===== src/rtl/score_display_pkg.sv =====
// Shared constants for the score display: segment patterns, digit count and blink FSM states.
// Segment patterns are active-low {g,f,e,d,c,b,a}.
package score_display_pkg;

  localparam int NUM_DIGITS = 4;

  localparam logic [6:0] SEG_0     = 7'b1000000;
  localparam logic [6:0] SEG_1     = 7'b1111001;
  localparam logic [6:0] SEG_2     = 7'b0100100;
  localparam logic [6:0] SEG_3     = 7'b0110000;
  localparam logic [6:0] SEG_4     = 7'b0011001;
  localparam logic [6:0] SEG_5     = 7'b0010010;
  localparam logic [6:0] SEG_6     = 7'b0000010;
  localparam logic [6:0] SEG_7     = 7'b1111000;
  localparam logic [6:0] SEG_8     = 7'b0000000;
  localparam logic [6:0] SEG_9     = 7'b0010000;
  localparam logic [6:0] SEG_E     = 7'b0000110;
  localparam logic [6:0] SEG_BLANK = 7'b1111111;

  typedef enum logic {
    IDLE  = 1'b0,
    FLASH = 1'b1
  } flash_state_t;

endpackage


===== src/rtl/bcd_to_seg.sv =====
// BCD digit to active-low seven-segment pattern; values above 9 show "E".
// Latency: combinational. Backpressure: none.
// Flow control: pure function of the input, no handshake.
module bcd_to_seg
  import score_display_pkg::*;
(
  input  logic [3:0] bcd,
  output logic [6:0] seg
);

  always_comb begin
    seg = SEG_E;
    case (bcd)
      4'd0: seg = SEG_0;
      4'd1: seg = SEG_1;
      4'd2: seg = SEG_2;
      4'd3: seg = SEG_3;
      4'd4: seg = SEG_4;
      4'd5: seg = SEG_5;
      4'd6: seg = SEG_6;
      4'd7: seg = SEG_7;
      4'd8: seg = SEG_8;
      4'd9: seg = SEG_9;
      default: seg = SEG_E;
    endcase
  end

endmodule


===== src/rtl/score_display_scan.sv =====
// Scans a latched two-digit BCD score onto a 4-digit common-anode display and blinks on score change.
// Latency: pins lag the internal index/latch by 1 cycle. Backpressure: none, score inputs are level-sampled.
module score_display_scan
  import score_display_pkg::*;
#(
  parameter int SCAN_CYCLES   = 100000,
  parameter int FLASH_FRAMES  = 64,
  parameter int FLASH_TOGGLES = 6
) (
  input  logic       clk,
  input  logic       rst,
  input  logic       dis_score,
  input  logic [3:0] score0,
  input  logic [3:0] score1,
  output logic [6:0] seg,
  output logic [3:0] an,
  output logic       dp
);

  localparam int SCAN_W  = $clog2(SCAN_CYCLES);
  localparam int FRAME_W = (FLASH_FRAMES > 1) ? $clog2(FLASH_FRAMES) : 1;
  localparam int TOG_W   = $clog2(FLASH_TOGGLES);
  localparam int IDX_W   = $clog2(NUM_DIGITS);

  localparam logic [SCAN_W-1:0]  SCAN_LAST  = SCAN_W'(SCAN_CYCLES - 1);
  localparam logic [FRAME_W-1:0] FRAME_LAST = FRAME_W'(FLASH_FRAMES - 1);
  localparam logic [TOG_W-1:0]   TOG_LAST   = TOG_W'(FLASH_TOGGLES - 1);
  localparam logic [IDX_W-1:0]   IDX_LAST   = IDX_W'(NUM_DIGITS - 1);

  logic [SCAN_W-1:0]  scan_cnt;
  logic [IDX_W-1:0]   idx;
  logic [7:0]         latch;
  flash_state_t       state, state_n;
  logic [FRAME_W-1:0] frame_cnt, frame_n;
  logic [TOG_W-1:0]   tog_cnt, tog_n;

  logic       scan_wrap;
  logic       frame_bnd;
  logic       changed;
  logic       blank;
  logic [3:0] digit;
  logic       digit_on;
  logic [6:0] digit_seg;

  assign scan_wrap = (scan_cnt == SCAN_LAST);
  assign frame_bnd = scan_wrap && (idx == IDX_LAST);
  assign changed   = frame_bnd && ({score1, score0} != latch);
  assign blank     = !dis_score || ((state == FLASH) && tog_cnt[0]);
  assign dp        = 1'b1;

  // The scan keeps running while disabled so re-enable resumes on the same cadence.
  always_ff @(posedge clk) begin
    if (rst) begin
      scan_cnt <= '0;
      idx      <= '0;
    end else if (scan_wrap) begin
      scan_cnt <= '0;
      idx      <= idx + 1'b1;
    end else begin
      scan_cnt <= scan_cnt + 1'b1;
    end
  end

  // Only frame-boundary samples reach the latch, so a digit never tears mid-frame.
  always_ff @(posedge clk) begin
    if (rst || !dis_score) begin
      latch <= '0;
    end else if (frame_bnd) begin
      latch <= {score1, score0};
    end
  end

  always_ff @(posedge clk) begin
    if (rst) begin
      state     <= IDLE;
      frame_cnt <= '0;
      tog_cnt   <= '0;
    end else begin
      state     <= state_n;
      frame_cnt <= frame_n;
      tog_cnt   <= tog_n;
    end
  end

  always_comb begin
    state_n = state;
    frame_n = frame_cnt;
    tog_n   = tog_cnt;
    if (!dis_score) begin
      state_n = IDLE;
      frame_n = '0;
      tog_n   = '0;
    end else if (changed) begin
      state_n = FLASH;
      frame_n = '0;
      tog_n   = '0;
    end else if ((state == FLASH) && frame_bnd) begin
      if (frame_cnt == FRAME_LAST) begin
        frame_n = '0;
        if (tog_cnt == TOG_LAST) begin
          state_n = IDLE;
          tog_n   = '0;
        end else begin
          tog_n = tog_cnt + 1'b1;
        end
      end else begin
        frame_n = frame_cnt + 1'b1;
      end
    end
  end

  // Tens digit is blanked when zero; the two upper positions never show anything.
  always_comb begin
    digit    = latch[3:0];
    digit_on = 1'b0;
    case (idx)
      IDX_W'(0): begin
        digit    = latch[3:0];
        digit_on = 1'b1;
      end
      IDX_W'(1): begin
        digit    = latch[7:4];
        digit_on = (latch[7:4] != 4'd0);
      end
      default: begin
        digit    = latch[3:0];
        digit_on = 1'b0;
      end
    endcase
  end

  bcd_to_seg u_bcd_to_seg (
    .bcd (digit),
    .seg (digit_seg)
  );

  always_ff @(posedge clk) begin
    if (rst) begin
      an  <= '1;
      seg <= SEG_BLANK;
    end else if (blank) begin
      an  <= '1;
      seg <= SEG_BLANK;
    end else begin
      an  <= ~(NUM_DIGITS'(1) << idx);
      seg <= digit_on ? digit_seg : SEG_BLANK;
    end
  end

endmodule


===== config.mk =====
export PLATFORM = sky130hd
export DESIGN_NAME = score_display_scan
export DESIGN_NICKNAME = d
export VERILOG_FILES = /design/src/rtl/score_display_pkg.sv /design/src/rtl/bcd_to_seg.sv /design/src/rtl/score_display_scan.sv
export SDC_FILE = /design/constraint.sdc
export NUM_CORES = 1
export LEC_CHECK = 0
export CORE_UTILIZATION = 56
export CTS_BUF_LIST = sky130_fd_sc_hd__clkbuf_16
export CTS_CLUSTER_DIAMETER = 40
export DETAILED_ROUTE_END_ITERATION = 10
export HOLD_SLACK_MARGIN = 0.12
export PLACE_DENSITY_LB_ADDON = 0.15
export SLEW_MARGIN = 20
export SYNTH_ARGS = -nofsm -noshare
export SYNTH_HDL_FRONTEND = slang
export SYNTH_HIERARCHICAL = 1
export SYNTH_SLANG_ARGS = --single-unit

===== constraint.sdc =====
create_clock -name clk -period 2.3 [get_ports clk]
set_input_delay 0.69 -clock clk [delete_from_list [all_inputs] [get_ports clk]]
set_output_delay 0.69 -clock clk [all_outputs]
set_load 0.1 [all_outputs]

==> results of run 1 <==
## flip-flops by register name, indices dropped and copies added, names as in the netlist
name	flops
state	1
an	4
frame_cnt	6
scan_cnt	17
idx	2
latch	8
seg	7
tog_cnt	3
## worst max path at each step
stage	slack, ps	to	cells past startpoint
after detailed placement	-200	frame_cnt[2]$_SDFFE_PP0N_	6
after global routing	9	frame_cnt[4]$_SDFFE_PP0N_	6
after floorplan	390	seg[2]$_SDFF_PP1_	7
after CTS	110	frame_cnt[2]$_SDFFE_PP0N_	6
after global placement	-140	frame_cnt[2]$_SDFFE_PP0N_	6
final	130	frame_cnt[4]$_SDFFE_PP0N_	6
## per-layer routing
metal	vias up	routed length [µm]	global-route usage, %
li1	960	-	-
met1	837	2040	24.4
met2	39	1970	35.0
met3	5	174	6.34
met4	0	72	9.57
met5	-	0	0
## cells in the final DEF, fill, tap and decap left out, drive strengths merged, types with 2 or more instances in the layout
cell	count
nand2	39
mux2	4
a31oi	3
ha	11
buf	17
o21ai	4
clkbuf	5
a21o	2
nand3	11
or2	10
nor2	26
inv	7
clkdlybuf4s50	10
nor4	2
and4bb	2
or3	4
nand2b	4
nor3	2
xor2	17
xnor2	7
nor4b	2
nand4	5
and2	2
a21oi	24
dfxtp	48
nand3b	2
nor4bb	2
or4	3
and3	2
and4	4
## worst max-delay path, stage by stage
cell and delay [ps]:
clkdlybuf4s50_1 430, xor2_1 150, nor4_1 300, a21boi_1 170, or4_1 480, a31oi_1 160
## power groups by stage
stage / logic [µW] / registers, µW / clock network [µW]
4_1_cts: 125 / 848 / 716
3_5_place_dp: 125 / 867 / 0
3_3_place_gp: 124 / 867 / 0
2_1_floorplan: 36.9 / 915 / 0
5_1_grt: 132 / 849 / 742
6_report: 124 / 848 / 695
## area by class of cell
cell class / count / area share [%]
tap: 50 / 2.30
sequential: 48 / 35.3
clock inverter: 3 / 0.552
timing repair buffer: 27 / 8.37
multi-input combinational: 204 / 48.0
clock buffer: 5 / 4.60
inverter: 6 / 0.828
## cell families after synthesis
group / Yosys count / synth area share, %
simple gates: 126 / 29.3
flops: 48 / 40.6
xor+xnor: 24 / 8.87
compound gates: 37 / 8.72
mux: 5 / 2.32
buf+inv: 17 / 4.28
other cells: 1 / 0.158
fa+ha+maj: 11 / 5.81
## through the flow
| stage | utilization [%] | area, µm² | setup WS (ps) | instances | hold slack, ps |
|---|---|---|---|---|---|
| 2_1_floorplan | - | 2370 | 390 | 269 | 430 |
| 3_3_place_gp | 64.0 | 2580 | -136 | 335 | 446 |
| 3_5_place_dp | 64.0 | 2580 | -195 | 335 | 457 |
| 4_1_cts | 67.5 | 2720 | 114 | 343 | 472 |
| 5_1_grt | 67.5 | 2720 | 9.11 | 343 | 503 |
| 6_report | 67.5 | 2720 | 135 | 343 | 462 |
==> out/metrics.cfg, run 1 <==
[timing]
slew_violations = 0
fmax_ghz = 0.462
clock-skew-final_ps = 4.87
finalSetupTns_ps = 0
hold_viol_final = 0
fin_crit_ps = 2170
period_share_pct = 94.1
maxSlewHeadroom_pct = 62.0
worst_pin_slew_ps = 564
rsz0062_at_grt = false
setup_viol = 0

[floorplan]
initial_core_util_pct = 58.8
die_h_um = 67.0
dieArea_um2 = 4490
core_area_um2 = 4030
num_rows = 23
die_w_um = 67.0
ioPinCount = 23

[worst_hold_path]
min_path_type = reg -> reg
whs_endpoint = scan_cnt[0]$_SDFF_PP0_
hold_path_depth = 1
hold_path_startpoint = scan_cnt[0]$_SDFF_PP0_

[finish]
nFillCells = 345
multi_input_area_um2 = 1310
fin_nets = 314
diodes = 0
ff_latch_area_um2 = 961
areaGrowthSynthToFinish_pct = 14.8
drive_above_1_share_pct = 14.0

[clock_network]
cts-root-buf = clkbuf_16
cts_buffers = 5
cts.sinks = 48
clkTransAtPathRegs_ps = 60
insertion_delay_ps = 290
cts_buffer_depth = 2
tritoncts = done
hold_buffers = 0
cts_resized = 0
htreeDepth = 2
post_cts_buffers = 0

[power_and_ir_drop]
p_switching_uw = 391
peakVddDrop_mv = 0.439
swShare_pct = 23.4
finalPower_uw = 1670
pwr-share-comb_pct = 7.4
seqPwrFrac_pct = 50.9
pwr_density_cell_nw_per_um2 = 613
internal-power_uw = 1280
power.leakage_uw = 0.00102
p_clk_share_pct = 41.7

[worst_setup_path]
endpoint_kind = flip-flop
arrival_ps = 2380
rr_worst_depth = 6
r2r_end = tog_cnt[2]$_SDFFE_PP0P_
timing.rr.start = scan_cnt[0]$_SDFF_PP0_
startpoint = score0[2]
start_kind = input port
r2r_setup_slack_ps = 230
path_max_fanout = 4
cp.required_ps = 2520
crit_type = in -> reg

[yosys]
syn_area_um2 = 2370
synth_nets = 291
synth_top_area_share_pct = 40.6
yosysMostFrequentCell = dfxtp_1
ys_seq_area_share_pct = 40.6
synth_commonest_cells = 48 x dfxtp_1, 38 x nand2_1, 26 x nor2_1, 24 x a21oi_1, 17 x xor2_1
synth_area_leader_cell = dfxtp_1
synthTopCellsByArea = dfxtp_1 41%, xor2_1 6.3%, nand2_1 6.0%, ha_1 5.8%, a21oi_1 5.1%
synth-main-ff-cell = dfxtp_1
synthArstFlopShare_pct = 0
syn_inst = 269
synth-edff-count = 0
yosys_warnings = 6
postSynthAreaPerCell_um2 = 8.80
synth_cell_types = 48
synth_seq_cells = 48

[placement]
io_buffers = 21
dp_hpwl_mm = 2.99
gp_congestion = 0.805

[grt]
grt_use_total_pct = 21.0
antenna_found_initial = 0
grt_max_degree = 16
grt_pass1_wl_mm = 6.97
grt_overflow = 0
grt_pass1_vias = 1626

[detailed_routing]
drc = 0
wl_per_cell_um = 12.4
wirelength_mm = 4.26
ant_nets = 0
vias = 1841
viasPerCell = 5.37
first_iter_violations = 166
first_pass_iters = 4

[outcome]
outcome = complete, no violations

[job]
drv_cap = 0

Note: power is estimated with default switching activity, not from simulation.
==> run 2, diff against run 1 <==
--- a/config.mk
+++ b/config.mk
@@ -5,7 +5,7 @@
 export SDC_FILE = /design/constraint.sdc
 export NUM_CORES = 1
 export LEC_CHECK = 0
-export CORE_UTILIZATION = 56
+export CORE_UTILIZATION = 60
 export CTS_BUF_LIST = sky130_fd_sc_hd__clkbuf_16
 export CTS_CLUSTER_DIAMETER = 40
 export DETAILED_ROUTE_END_ITERATION = 10
==> constraint.sdc (replaced) <==
create_clock -name clk -period 2.6 [get_ports clk]
set_input_delay 0.78 -clock clk [delete_from_list [all_inputs] [get_ports clk]]
set_output_delay 0.78 -clock clk [all_outputs]
set_load 0.1 [all_outputs]
==> run 2 against run 1 <==
  * Via count shrank 0.22%
  * Final cell count shrank 1.2%
  * Global-route usage grew 1.3 points
  * Non-clock buffer count shrank 1
  * Sequential power shrank 12%
  * Highest routed layer unchanged
  * Combinational power shrank 11%
  * Setup slack gained 190 ps
  * Clock power shrank 13%
  * Critical path type unchanged
  * Critical endpoint is now frame_cnt[2]$_SDFFE_PP0N_
==> out/metrics.cfg, run 2 (synthesis gave the netlist of run 1 again) <==
[grt]
grtUsageMet1_pct = 24.9
grt_pass1_vias = 1630
grt_pass1_wl_mm = 7.15
antenna_found_initial = 0
grt_use_met2_pct = 39.3
grt_max_degree = 16
grt_use_met3_pct = 7.04
grt.busiest_layer = met2
grt_overflow = 0
grt_use_total_pct = 22.3

[detailed_routing]
vias = 1837
first_pass_iters = 4
ant_nets = 0
viasPerCell = 5.42
drc = 0
wirelength_mm = 4.35
wl_per_cell_um = 12.8
first_iter_violations = 87

[power_and_ir_drop]
seqPwrFrac_pct = 51.2
pwr-share-comb_pct = 7.5
swShare_pct = 23.2
pwr_density_cell_nw_per_um2 = 542
internal-power_uw = 1130
power.leakage_uw = 0.00102
finalPower_uw = 1470
p_clk_share_pct = 41.3
p_switching_uw = 339
peakVddDrop_mv = 0.387

[clock_network]
post_cts_buffers = 0
cts_resized = 0
clkTransAtPathRegs_ps = 60
insertion_delay_ps = 280
cts_buffers = 5
cts-root-buf = clkbuf_16
cts_buffer_depth = 2
htreeDepth = 2
hold_buffers = 0
tritoncts = done
cts.sinks = 48

[finish]
fin_nets = 313
drive_above_1_share_pct = 13.7
largestRegisters = scan_cnt x17, latch x8, seg x7
final_cell_mix = 48 x dfxtp_1, 38 x nand2_1, 26 x nor2_1
final_area_um2 = 2700
final_common_cell = dfxtp_1
areaGrowthSynthToFinish_pct = 14.2
largest_register_ffs = 17
diodes = 0
top_register = scan_cnt

[job]
drv_cap = 0

[worst_setup_path]
arrival_ps = 2490
start_kind = input port
endpoint_kind = flip-flop
cp.required_ps = 2820
crit_type = in -> reg
path_max_fanout = 4

[worst_hold_path]
min_path_type = reg -> reg

[placement]
io_buffers = 21
pre_cts_ws_ps = 23.1
dp_hpwl_mm = 3.11
place_area_um2 = 2570
gp_congestion = 0.844

[floorplan]
ioPinCount = 23
die_w_um = 64.8
core_area_um2 = 3720
dieArea_um2 = 4200
die_h_um = 64.8
num_rows = 22
initial_core_util_pct = 63.7

[timing]
hold_viol_final = 0
fmax_ghz = 0.440
rsz0062_at_grt = false
maxSlewHeadroom_pct = 58.9
slew_violations = 0
fin_ws_ps = 329
finalSetupTns_ps = 0
clock-skew-final_ps = 4.70
worst_pin_slew_ps = 609
period_share_pct = 87.4
fin_crit_ps = 2270
setup_viol = 0

[outcome]
outcome = complete, no violations

[run 2: cell types whose count changed in the layout (fill, tap and decap cells not counted)]
cell,previous run,this run
clkinv_1,1,0
clkinvlp_4,1,0
buf_4,17,16
clkinv_2,0,1
[run 2: per-layer routing]
metal	routed length, µm	share of wire [%]
met3	154	3.5
met4	70	1.6
met5	0	0
met2	2100	48
met1	2030	47
[run 2: final cells by class]
cell class              count  area (µm²)
inverters                   6        22.5
repair buffers             26         220
clock buffers               5         125
fillers                   308        1010
flip-flops and latches     48         961
multi-input cells         204        1310
well taps                  48        60.1
clock inverters             2        8.76
[run 2: stage by stage]
step	hold WS, ps	cells	util, %
final	469	339	72.8
after global routing	511	339	72.8
after CTS	480	339	72.8
after detailed placement	467	332	69.2
after global placement	447	332	69.2
after floorplan	430	269	-
[run 2: power groups by stage]
stage / clock [µW] / combinational, µW / sequential, µW
final: 604 / 110 / 750
after global routing: 643 / 117 / 751
after CTS: 611 / 111 / 751
after detailed placement: 0 / 111 / 767
after global placement: 0 / 110 / 767
after floorplan: 0 / 32.6 / 809
[run 2: worst paths after layout]
path / depth (start not counted) / endpoint / start / slack, ps
worst max register to register: 7 / seg[1]$_SDFF_PP1_ / idx[0]$_SDFFE_PP0P_ / 510
worst max-delay path: 6 / frame_cnt[2]$_SDFFE_PP0N_ / score1[3] / 330
worst min register to register: 1 / scan_cnt[0]$_SDFF_PP0_ / scan_cnt[0]$_SDFF_PP0_ / 470
worst min-delay path: 1 / scan_cnt[0]$_SDFF_PP0_ / scan_cnt[0]$_SDFF_PP0_ / 470
[run 2: worst max-delay path, stage by stage]
cell             delay, ps
clkdlybuf4s50_1        430
xor2_1                 150
nor4_1                 320
a21boi_1               160
or4_1                  490
a31oi_1                160
==> run 3, diff against run 2 <==
--- a/config.mk
+++ b/config.mk
@@ -5,10 +5,11 @@
 export SDC_FILE = /design/constraint.sdc
 export NUM_CORES = 1
 export LEC_CHECK = 0
-export CORE_UTILIZATION = 60
+export CORE_UTILIZATION = 40
 export CTS_BUF_LIST = sky130_fd_sc_hd__clkbuf_16
 export CTS_CLUSTER_DIAMETER = 40
 export DETAILED_ROUTE_END_ITERATION = 10
+export GPL_TIMING_DRIVEN = 0
 export HOLD_SLACK_MARGIN = 0.12
 export PLACE_DENSITY_LB_ADDON = 0.15
 export SLEW_MARGIN = 20
==> run 3 against run 2 <==
  * Sequential power barely moved
  * Critical endpoint is now an[1]
  * First-iteration DRC count stayed put
  * Maximum frequency decreased by 9.3%
  * Global-route usage shrank 6.3 points
  * Cell area rose by 4.8%
  * Total power rose by 7.5%
  * Clock power grew 18%
  * Worst hold slack lost 3.4 ps
  * Clock-buffer cell count is the same
==> out/metrics.cfg, run 3 (synthesis gave the netlist of run 1 again) <==
[outcome]
outcome = complete, no violations

[worst_setup_path]
path_buf_inv = 1
start_kind = flip-flop
path_delay_family = buffers and inverters
endpoint_kind = output pin
path_max_fanout = 1
cp.required_ps = 1820
slowest_delay_ps = 1120
crit_type = reg -> out
cpMaxStageDelayCell = clkdlybuf4s50_1
arrival_ps = 1730
path_cells = clkdlybuf4s50_1

[floorplan]
num_rows = 27
core_area_um2 = 5610
ioPinCount = 23
initial_core_util_pct = 42.2
dieArea_um2 = 6230
die_w_um = 79.0
die_h_um = 79.0

[grt]
antenna_found_initial = 0
grt_overflow = 0
grt_max_degree = 15
grt_use_total_pct = 16.0
grt_pass1_wl_mm = 7.95
grt_pass1_vias = 1753

[clock_network]
htreeDepth = 2
cts_buffers = 5
hold_buffers = 0
clkTransAtPathRegs_ps = 60
post_cts_buffers = 0
insertion_delay_ps = 280
cts-root-buf = clkbuf_16
cts_buffer_depth = 2
tritoncts = done
cts.sinks = 48
cts_resized = 0

[detailed_routing]
wl_per_cell_um = 12.0
ant_nets = 0
first_pass_iters = 4
drc = 0
wirelength_mm = 4.43
vias = 1854
first_iter_violations = 87
viasPerCell = 5.01

[timing]
fin_crit_ps = 2510
setup_viol = 0
worst_pin_slew_ps = 963
finalSetupTns_ps = 0
maxSlewHeadroom_pct = 35.6
hold_viol_final = 0
rsz0062_at_grt = false
slew_violations = 0
period_share_pct = 96.3
hold-worst-slack_ps = 466
fmax_ghz = 0.399
clock-skew-final_ps = 4.23

[finish]
diodes = 0
top_register = scan_cnt
final_cell_mix = 48 x dfxtp_1, 38 x nand2_1, 26 x nor2_1
largest_register_ffs = 17
final_area_um2 = 2830
final_common_cell = dfxtp_1
largestRegisters = scan_cnt x17, latch x8, seg x7
drive_above_1_share_pct = 11.4
areaGrowthSynthToFinish_pct = 19.6
fin_nets = 319

[power_and_ir_drop]
power.leakage_uw = 0.00105
pwr_density_cell_nw_per_um2 = 556
peakVddDrop_mv = 0.315

[worst_hold_path]
min_path_type = reg -> reg

[placement]
place_area_um2 = 2670
dp_hpwl_mm = 3.17
gp_congestion = 0.760
io_buffers = 21

[job]
drv_cap = 0

-- run 3: changes by cell type in the layout (fill, tap and decap cells not counted) --
cell | before | now
buf_2 | 0 | 3
buf_4 | 16 | 3
buf_6 | 0 | 3
bufinv_16 | 0 | 1
clkbuf_1 | 0 | 2
clkdlybuf4s50_1 | 10 | 21
-- run 3: power breakdown --
group | total [µW] | switching, µW | internal [µW] | leakage [µW]
logic | 112 | 75.6 | 36.2 | 0.000580
clock network | 713 | 264 | 448 | 0.0000850
registers | 750 | 4.97 | 745 | 0.000389
total | 1570 | 345 | 1230 | 0.00105
-- run 3: worst paths after layout --
check / startpoint / cells past startpoint / slack [ps] / endpoint
max: an[1]$_SDFF_PP1_ / 1 / 90 / an[1]
min: scan_cnt[0]$_SDFF_PP0_ / 1 / 470 / scan_cnt[0]$_SDFF_PP0_
max reg2reg: scan_cnt[0]$_SDFF_PP0_ / 8 / 540 / scan_cnt[13]$_SDFF_PP0_
min reg2reg: scan_cnt[0]$_SDFF_PP0_ / 1 / 470 / scan_cnt[0]$_SDFF_PP0_
-- run 3: per-layer routing --
layer  global-route usage (%)  vias to the layer above  routed length [µm]
li1                         -                      971                   -
met1                     20.9                      849                2200
met2                     25.9                       30                2040
met3                     3.79                        4                 155
met4                     5.45                        0                  42
met5                        0                        -                   0
-- run 3: final cells by class --
class | instances | area [µm²]
clock buffer | 5 | 125
tap | 72 | 90.1
clock inverter | 3 | 38.8
fill | 567 | 2780
sequential | 48 | 961
buffer | 11 | 78.8
timing repair buffer | 21 | 210
inverter | 6 | 22.5
multi-input combinational | 204 | 1310
-- run 3: per-stage QoR --
step / std cells / total power (µW) / setup WS [ps] / util [%]
3_3_place_gp: 362 / 880 / -132 / 47.6
6_report: 370 / 1570 / 95.0 / 50.5
4_1_cts: 370 / 1600 / 87.1 / 50.5
5_1_grt: 370 / 1630 / 55.7 / 50.5
2_1_floorplan: 269 / 842 / 611 / -
3_5_place_dp: 362 / 879 / -106 / 47.6
